==> config.mk <==
export PLATFORM = sky130hd
export DESIGN_NAME = sliding_window_3x3
export DESIGN_NICKNAME = d
export VERILOG_FILES = /design/src/rtl/sliding_window_3x3_pkg.sv /design/src/rtl/sliding_window_3x3_line_buffer_row.sv /design/src/rtl/sliding_window_3x3.sv
export SDC_FILE = /design/constraint.sdc
export NUM_CORES = 1
export LEC_CHECK = 0
export ABC_AREA = 1
export CORE_ASPECT_RATIO = 1.25
export CORE_MARGIN = 5
export CORE_UTILIZATION = 58
export DETAILED_ROUTE_END_ITERATION = 10
export PLACE_DENSITY_LB_ADDON = 0.2
export REMOVE_ABC_BUFFERS = 1
export SETUP_SLACK_MARGIN = 0.3
export SLEW_MARGIN = 20
export SYNTH_ARGS = -nofsm -noshare
export SYNTH_HDL_FRONTEND = slang
export SYNTH_SLANG_ARGS = --single-unit
==> constraint.sdc <==
create_clock -name clk -period 3.1 [get_ports clk]
set_clock_uncertainty 0.1 [all_clocks]
set_input_delay 0.31 -clock clk [delete_from_list [all_inputs] [get_ports clk]]
set_output_delay 0.31 -clock clk [all_outputs]
set_load 0.02 [all_outputs]
==> src/rtl/sliding_window_3x3_pkg.sv <==
`default_nettype none
// +----------------------------------------------------------------------------+
// | Module      : sw_pkg                                                       |
// | Description : Shared constants and helpers for the 3x3 sliding window.     |
// | Revision    : 1.0 - initial release                                        |
// +----------------------------------------------------------------------------+
package sw_pkg;

  // Window edge length and number of taps in one window.
  localparam int K        = 3;
  localparam int WIN_TAPS = K * K;

  // Flat tap index of window row r, column c (k=0 is top-left).
  function automatic int tap(input int r, input int c);
    return K * r + c;
  endfunction

  // Ceiling log2, never narrower than one bit.
  function automatic int clog2(input int value);
    int w;
    w = 0;
    while ((1 << w) < value) w++;
    return (w < 1) ? 1 : w;
  endfunction

endpackage
`default_nettype wire

==> src/rtl/sliding_window_3x3_line_buffer_row.sv <==
`default_nettype none
// +----------------------------------------------------------------------------+
// | Module      : line_buffer_row                                              |
// | Description : One image row of storage, combinational read-before-write.   |
// | Revision    : 1.0 - initial release                                        |
// +----------------------------------------------------------------------------+
module line_buffer_row
  import sw_pkg::*;
#(
  parameter int DATA_W = 8,
  parameter int DEPTH  = 10
) (
  input  logic                    clk,
  input  logic                    we,
  input  logic [clog2(DEPTH)-1:0] addr,
  input  logic [DATA_W-1:0]       wdata,
  output logic [DATA_W-1:0]       rdata
);

  // Contents are deliberately not reset; the consumer gates out stale rows.
  logic [DATA_W-1:0] mem_q [DEPTH];

  // The read returns the value stored before this cycle's write lands.
  assign rdata = mem_q[addr];

  // Registered write of the new column value.
  always_ff @(posedge clk) begin
    if (we) begin
      mem_q[addr] <= wdata;
    end
  end

endmodule
`default_nettype wire

==> src/rtl/sliding_window_3x3.sv <==
`default_nettype none
// +----------------------------------------------------------------------------+
// | Module      : sliding_window_3x3                                           |
// | Description : Raster pixel stream in, 3x3 neighbourhood windows out, with  |
// |               valid/ready handshakes and backpressure on both sides.       |
// | Revision    : 1.0 - initial release                                        |
// +----------------------------------------------------------------------------+
module sliding_window_3x3
  import sw_pkg::*;
#(
  parameter int DATA_W = 8,
  parameter int IMG_W  = 10,
  parameter int IMG_H  = 10
) (
  input  logic                       clk,
  input  logic                       rst,
  input  logic [DATA_W-1:0]          in_data,
  input  logic                       in_valid,
  output logic                       in_ready,
  output logic [WIN_TAPS*DATA_W-1:0] win_data,
  output logic                       win_valid,
  input  logic                       win_ready,
  output logic                       win_last
);

  localparam int CW = clog2(IMG_W);
  localparam int RW = clog2(IMG_H);

  localparam logic [CW-1:0] COL_LAST      = CW'(IMG_W - 1);
  localparam logic [CW-1:0] COL_FIRST_WIN = CW'(K - 1);
  localparam logic [RW-1:0] ROW_LAST      = RW'(IMG_H - 1);
  localparam logic [RW-1:0] ROW_FIRST_WIN = RW'(K - 1);

  // Position of the next pixel to be accepted.
  logic [CW-1:0] col_ptr_q, col_ptr_d;
  logic [RW-1:0] row_cnt_q, row_cnt_d;

  // Working window (always shifting) and the registered output copy.
  logic [WIN_TAPS*DATA_W-1:0] win_q, win_d;
  logic [WIN_TAPS*DATA_W-1:0] win_data_q, win_data_d;
  logic                       win_valid_q, win_valid_d;
  logic                       win_last_q, win_last_d;

  logic              accept;
  logic              emit;
  logic [DATA_W-1:0] lb_a_rdata;  // same column, previous row
  logic [DATA_W-1:0] lb_b_rdata;  // same column, two rows up

  // A pending window that the consumer is not taking blocks the input.
  assign in_ready  = !win_valid_q || win_ready;
  assign accept    = in_valid && in_ready;
  assign emit      = accept && (row_cnt_q >= ROW_FIRST_WIN) && (col_ptr_q >= COL_FIRST_WIN);

  assign win_data  = win_data_q;
  assign win_valid = win_valid_q;
  assign win_last  = win_last_q;

  // Row r-1 buffer takes the incoming pixel; its old value ages into row r-2.
  line_buffer_row #(
    .DATA_W (DATA_W),
    .DEPTH  (IMG_W)
  ) u_lb_a (
    .clk   (clk),
    .we    (accept),
    .addr  (col_ptr_q),
    .wdata (in_data),
    .rdata (lb_a_rdata)
  );

  line_buffer_row #(
    .DATA_W (DATA_W),
    .DEPTH  (IMG_W)
  ) u_lb_b (
    .clk   (clk),
    .we    (accept),
    .addr  (col_ptr_q),
    .wdata (lb_a_rdata),
    .rdata (lb_b_rdata)
  );

  // Next-state: window shift, raster counters and the output register.
  always_comb begin
    col_ptr_d   = col_ptr_q;
    row_cnt_d   = row_cnt_q;
    win_d       = win_q;
    win_data_d  = win_data_q;
    win_valid_d = win_valid_q;
    win_last_d  = win_last_q;

    if (accept) begin
      for (int r = 0; r < K; r++) begin
        win_d[tap(r, 0)*DATA_W +: DATA_W] = win_q[tap(r, 1)*DATA_W +: DATA_W];
        win_d[tap(r, 1)*DATA_W +: DATA_W] = win_q[tap(r, 2)*DATA_W +: DATA_W];
      end
      win_d[tap(0, 2)*DATA_W +: DATA_W] = lb_b_rdata;
      win_d[tap(1, 2)*DATA_W +: DATA_W] = lb_a_rdata;
      win_d[tap(2, 2)*DATA_W +: DATA_W] = in_data;

      if (col_ptr_q == COL_LAST) begin
        col_ptr_d = '0;
        row_cnt_d = (row_cnt_q == ROW_LAST) ? '0 : row_cnt_q + RW'(1);
      end else begin
        col_ptr_d = col_ptr_q + CW'(1);
      end
    end

    // Only windows fully inside the current frame are presented.
    if (emit) begin
      win_valid_d = 1'b1;
      win_data_d  = win_d;
      win_last_d  = (row_cnt_q == ROW_LAST) && (col_ptr_q == COL_LAST);
    end else if (accept || win_ready) begin
      win_valid_d = 1'b0;
      win_last_d  = 1'b0;
    end
  end

  // State register with synchronous reset; line buffers are left untouched.
  always_ff @(posedge clk) begin
    if (rst) begin
      col_ptr_q   <= '0;
      row_cnt_q   <= '0;
      win_q       <= '0;
      win_data_q  <= '0;
      win_valid_q <= 1'b0;
      win_last_q  <= 1'b0;
    end else begin
      col_ptr_q   <= col_ptr_d;
      row_cnt_q   <= row_cnt_d;
      win_q       <= win_d;
      win_data_q  <= win_data_d;
      win_valid_q <= win_valid_d;
      win_last_q  <= win_last_d;
    end
  end

endmodule
`default_nettype wire

**After elaboration in Yosys (flattened, before gate mapping)**

Memories as Yosys holds them, arrays and structs flattened. A register that Yosys moved wholly into a read port is not among the register bits.
Cells that the tools add are included.
Widths: inputs -> output; s select.

- Add/subtract/negate cells: 2
- Multipliers: 0
- Divide/modulo/power cells: 0
- $lt $le $gt $ge: 2
- Equality and inequality tests: 2
- Shift operators: 0
- Muxes and demuxes: 12
- Bitwise gates (word level): 0
- Reduce and logical (&&, ||, !) cells: 9

Operators by type and width:

| cell | number |
|---|---|
| $mux 72 | 1 |
| $mux 4 | 6 |
| $add 4x1->4 const B | 2 |
| $eq 4x4->1 const B | 2 |
| $ge 4x2->1 const B | 2 |
| $mux 1 | 5 |
| $logic_and 1x1->1 | 4 |
| $logic_or 1x1->1 | 2 |
| $reduce_and 2->1 | 1 |
| $reduce_bool 2->1 | 1 |
| $logic_not 1->1 | 1 |

- Register bits after elaboration: 154
- Bits in latches: 0
- Memory bits (writable): 160
- ROM bits: 0
- Input port bits: 12
- Logic and storage cells: 35
- Memories kept: 2

Memories:

| memory | words | bits a word | rd ports | clocked after Yosys merged registers in | wr ports | RTL line | source |
|---|---|---|---|---|---|---|---|
| u_lb_a.mem_q | 10 | 8 | 1 | 1 | 1 | sliding_window_3x3_line_buffer_row.sv:21 | `logic [DATA_W-1:0] mem_q [DEPTH];` |
| u_lb_b.mem_q | 10 | 8 | 1 | 1 | 1 | sliding_window_3x3_line_buffer_row.sv:21 |  |

**Longest topological paths before layout**

- Word-level depth: 6
- Mapped depth: 11

**Cells and area by module**

From an unflattened synthesis, not the netlist that was laid out.

- Cells, all modules: 1720
- Area, all modules: 13749.4 um2

Modules (own cells, without submodules):

| module | times used | cells each | area an instance (um2) | sequential area each (um2) |
|---|---|---|---|---|
| sliding_window_3x3 | 1 | 1104 | 7033.0 | 3083.0 |
| line_buffer_row | 2 | 308 | 3358.2 | 2402.3 |

**Least setup slack after synthesis**

Ideal clock, no wire load.

- Path type: reg-to-reg
- From: reg win_valid_q (netlist: win_valid)
- To: mem u_lb_a.mem_q[4][0], enable pin
- Arrival: 2.226 ns
- Data required time: 2.591 ns
- Slack: 0.365 ns
- Stages on the path, launching flop included: 7
- Path buffers: 1
- Period minus slack after synthesis: 2.735 ns
- Path through: dfxtp_1 -> nand2_2 -> nand2_2 -> inv_1 -> buf_2 -> nand2_1 -> nor3_1

- Cells in the longest elaborated chain, start to end: 5

RTL lines:

| element | RTL line | source |
|---|---|---|
| from (decl) | sliding_window_3x3.sv:41 | `logic win_valid_q, win_valid_d;` |
| from (signal assigned) | sliding_window_3x3.sv:132 | `win_valid_q <= win_valid_d;` |
| $logic_not 1->1 | sliding_window_3x3.sv:50 | `assign in_ready = !win_valid_q \|\| win_ready;` |
| $logic_or 1x1->1 | sliding_window_3x3.sv:50 |  |
| via in_ready | sliding_window_3x3.sv:19 | `output logic in_ready,` |
| $logic_and 1x1->1 | sliding_window_3x3.sv:51 | `assign accept = in_valid && in_ready;` |
| $mux 1 | sliding_window_3x3_line_buffer_row.sv:28 | `if (we) begin` |
| $mux 1 (implied by the code) | sliding_window_3x3_line_buffer_row.sv:29 | `mem_q[addr] <= wdata;` |
| to (decl) | sliding_window_3x3_line_buffer_row.sv:21 |  |

The timed path passes the listed nets, and every way through them passes these cells.

==> qor.yml <==
num_vias: 8458
io_pins: 87
wl_per_cell_um: 16.3
initialDrtViolationCount: 739
tns_ns: 0
hold_violations: 0
period_needed_ns: 2.21
drc: 0
place_congestion: 0.805
ant_nets: 0
setup_violations: 0
syn2layout_area_growth_pct: 16.5
path_max_fanout: 65
die_w_um: 139
timing.fmax_mhz: 453
yosys-top-cells-count: "nor2_1, nand2_1, edfxtp_1"
path_clk_slew_ns: 0.06
yosysMostFrequentCell: "nor2_1"
die_y_um: 172
yosysSeqAreaShare_pct: 65.8
grt-ovfl-total: 0
rows: 59
outcome: "completed"
drive_gt1_share_pct: 7.54
routed_wl_um: 25900
synth_area_leaders: "edfxtp_1, dfxtp_1, nor2_1"
ys_warn_count: 0
syn_inst: 1216
crit_required_ns: 3.18
rsz0062_at_grt: "false"
ys_ff_latch: 318
grt_max_degree: 73
cts_max_level: 1
grt_pass1_wl_um: 42000
grt_pass1_vias: 8318
core_area_mm2: 0.0207
grt_usage_pct: 21.7
cts.path.max_buffers: 3
nFillCells: 1597
cp-end-kind: "flop"
cts_resized: 0
synth_flop_cell: "edfxtp_1"
startpoint_type: "flop"
synth_largest_area_cell: "edfxtp_1"
synth-edff-count: 160
worstHoldPathType: "in2reg"
min_path_cells: 2
synthArstFlopShare_pct: 0
clockRootBuffer: "clkbuf_16"
diodes: 0
initial_core_util_pct: 58.6
power_mw: 8.43
antenna_found_initial: 0
clk_latency_ns: 0.54
drv_cap: 0
ys_types: 25
crit_type: "reg2reg"
p_leak_nw: 5.62
yosysTopAreaCellShare_pct: 39.7
cts_tree: "built"
reg2regPathDepth: 6
hp-start: "rst"
critPathArrivalTime_ns: 2.28
final_nets: 1303
first_pass_iters: 6
cts_hold_buf: 0
cts_buffers: 29
clock-sinks: 318
dieArea_mm2: 0.0239
via_per_inst: 5.33
dpl.hpwl_um: 16100
irDropWorstVdd_uv: 456
power_per_cell_area_mw_per_mm2: 598
max-slew-margin-rel_pct: 52.5
postCtsSetupRepairBufs: 0
port_buffers: 86
synth_area_mm2: 0.0121
worstMarginPinSlew_ns: 0.712
post-route-period-util_pct: 71.2
syn_avg_cell_area_um2: 9.96
drv_slew: 0
## registers in the layout, summed over array words and instances (netlist names), named ones only
signal	count
col_ptr_q	4
row_cnt_q	4
u_lb_a.mem_q	80
u_lb_b.mem_q	80
win_data	72
win_last	1
win_q	72
win_valid	1
## cells in the final DEF, fill, tap and decap left out, types with 11 or more instances in the layout
cell | Yosys | layout
inv_1 | 74 | 74
dfxtp_1 | 158 | 157
clkbuf_1 | 26 | 11
nand2_1 | 185 | 185
a21oi_1 | 94 | 94
buf_4 | 8 | 29
or2_2 | 17 | 17
o21ai_0 | 57 | 57
edfxtp_1 | 160 | 160
nor2_1 | 247 | 247
clkbuf_16 | 0 | 29
nand3_1 | 83 | 83
clkdlybuf4s50_1 | 0 | 85
mux2i_1 | 48 | 48
## cell type report
cell class / instances / area [um^2] / area share (%)
clock buffer: 47 / 851 / 6.03
clock inverter: 6 / 32.5 / 0.231
inverter: 77 / 289 / 2.05
multi-input combinational: 749 / 3510 / 24.9
sequential: 318 / 7970 / 56.5
tap: 274 / 343 / 2.43
timing repair buffer: 116 / 1110 / 7.86
## report_power, final
part           switching (mW)  leakage (nW)  internal (mW)
Sequential             0.0329          2.73           4.54
Combinational           0.374          2.45          0.152
Clock                    1.46         0.437           1.87
Total                    1.87          5.62           6.56
## metrics by stage
step                      instance area, um^2  util, %  hold slack [ns]  std cells  setup WS, ns
after floorplan                         11700        -            0.279       1144        -0.964
after global placement                  13200     63.9            0.365       1534         0.758
after detailed placement                13200     63.9            0.372       1534         0.725
after CTS                               14100     68.2           0.0440       1587         0.903
after global routing                    14100     68.2           0.0492       1587         0.750
final                                   14100     68.2           0.0530       1587         0.893
## layer usage
layer,GRT usage (%),vias to the layer above,share of wire (%)
met3,3.70,45,6.9
met4,5.96,0,1.9
met5,0,-,0
met2,37.0,260,49
met1,29.0,3997,42
li1,-,4156,-
## path summary, 6_finish.rpt
kind / end / slack, ns
worst max-delay path: u_lb_b.mem_q[7][7]$_DFFE_PP_ / 0.89
worst min-delay path: win_data[65]$_SDFFE_PP0P_ / 0.05
worst max register to register: u_lb_b.mem_q[7][7]$_DFFE_PP_ / 0.89
worst min register to register: win_data[1]$_SDFFE_PP0P_ / 0.38
## cells by family (layout without fill, tap and decap cells)
logic type,Yosys count,after routing,synth area share (%)
buffers and inverters,149,246,5.37
muxes,48,48,3.97
DFF,318,318,65.8
AOI/OAI and AO/OA,156,156,6.50
and+or+nand+nor,544,544,18.3
xor gates and xnor gates,1,1,0.0724
## critical path, cell delays in order (launching register included)
cell     delay, ns
dfxtp_2       0.34
buf_4         0.56
nand2_1       0.11
nand3_1       0.12
nand3_1       0.12
nand3_1       0.16
nand2_1       0.30
No activity file was read; power rests on OpenSTA's default activity.
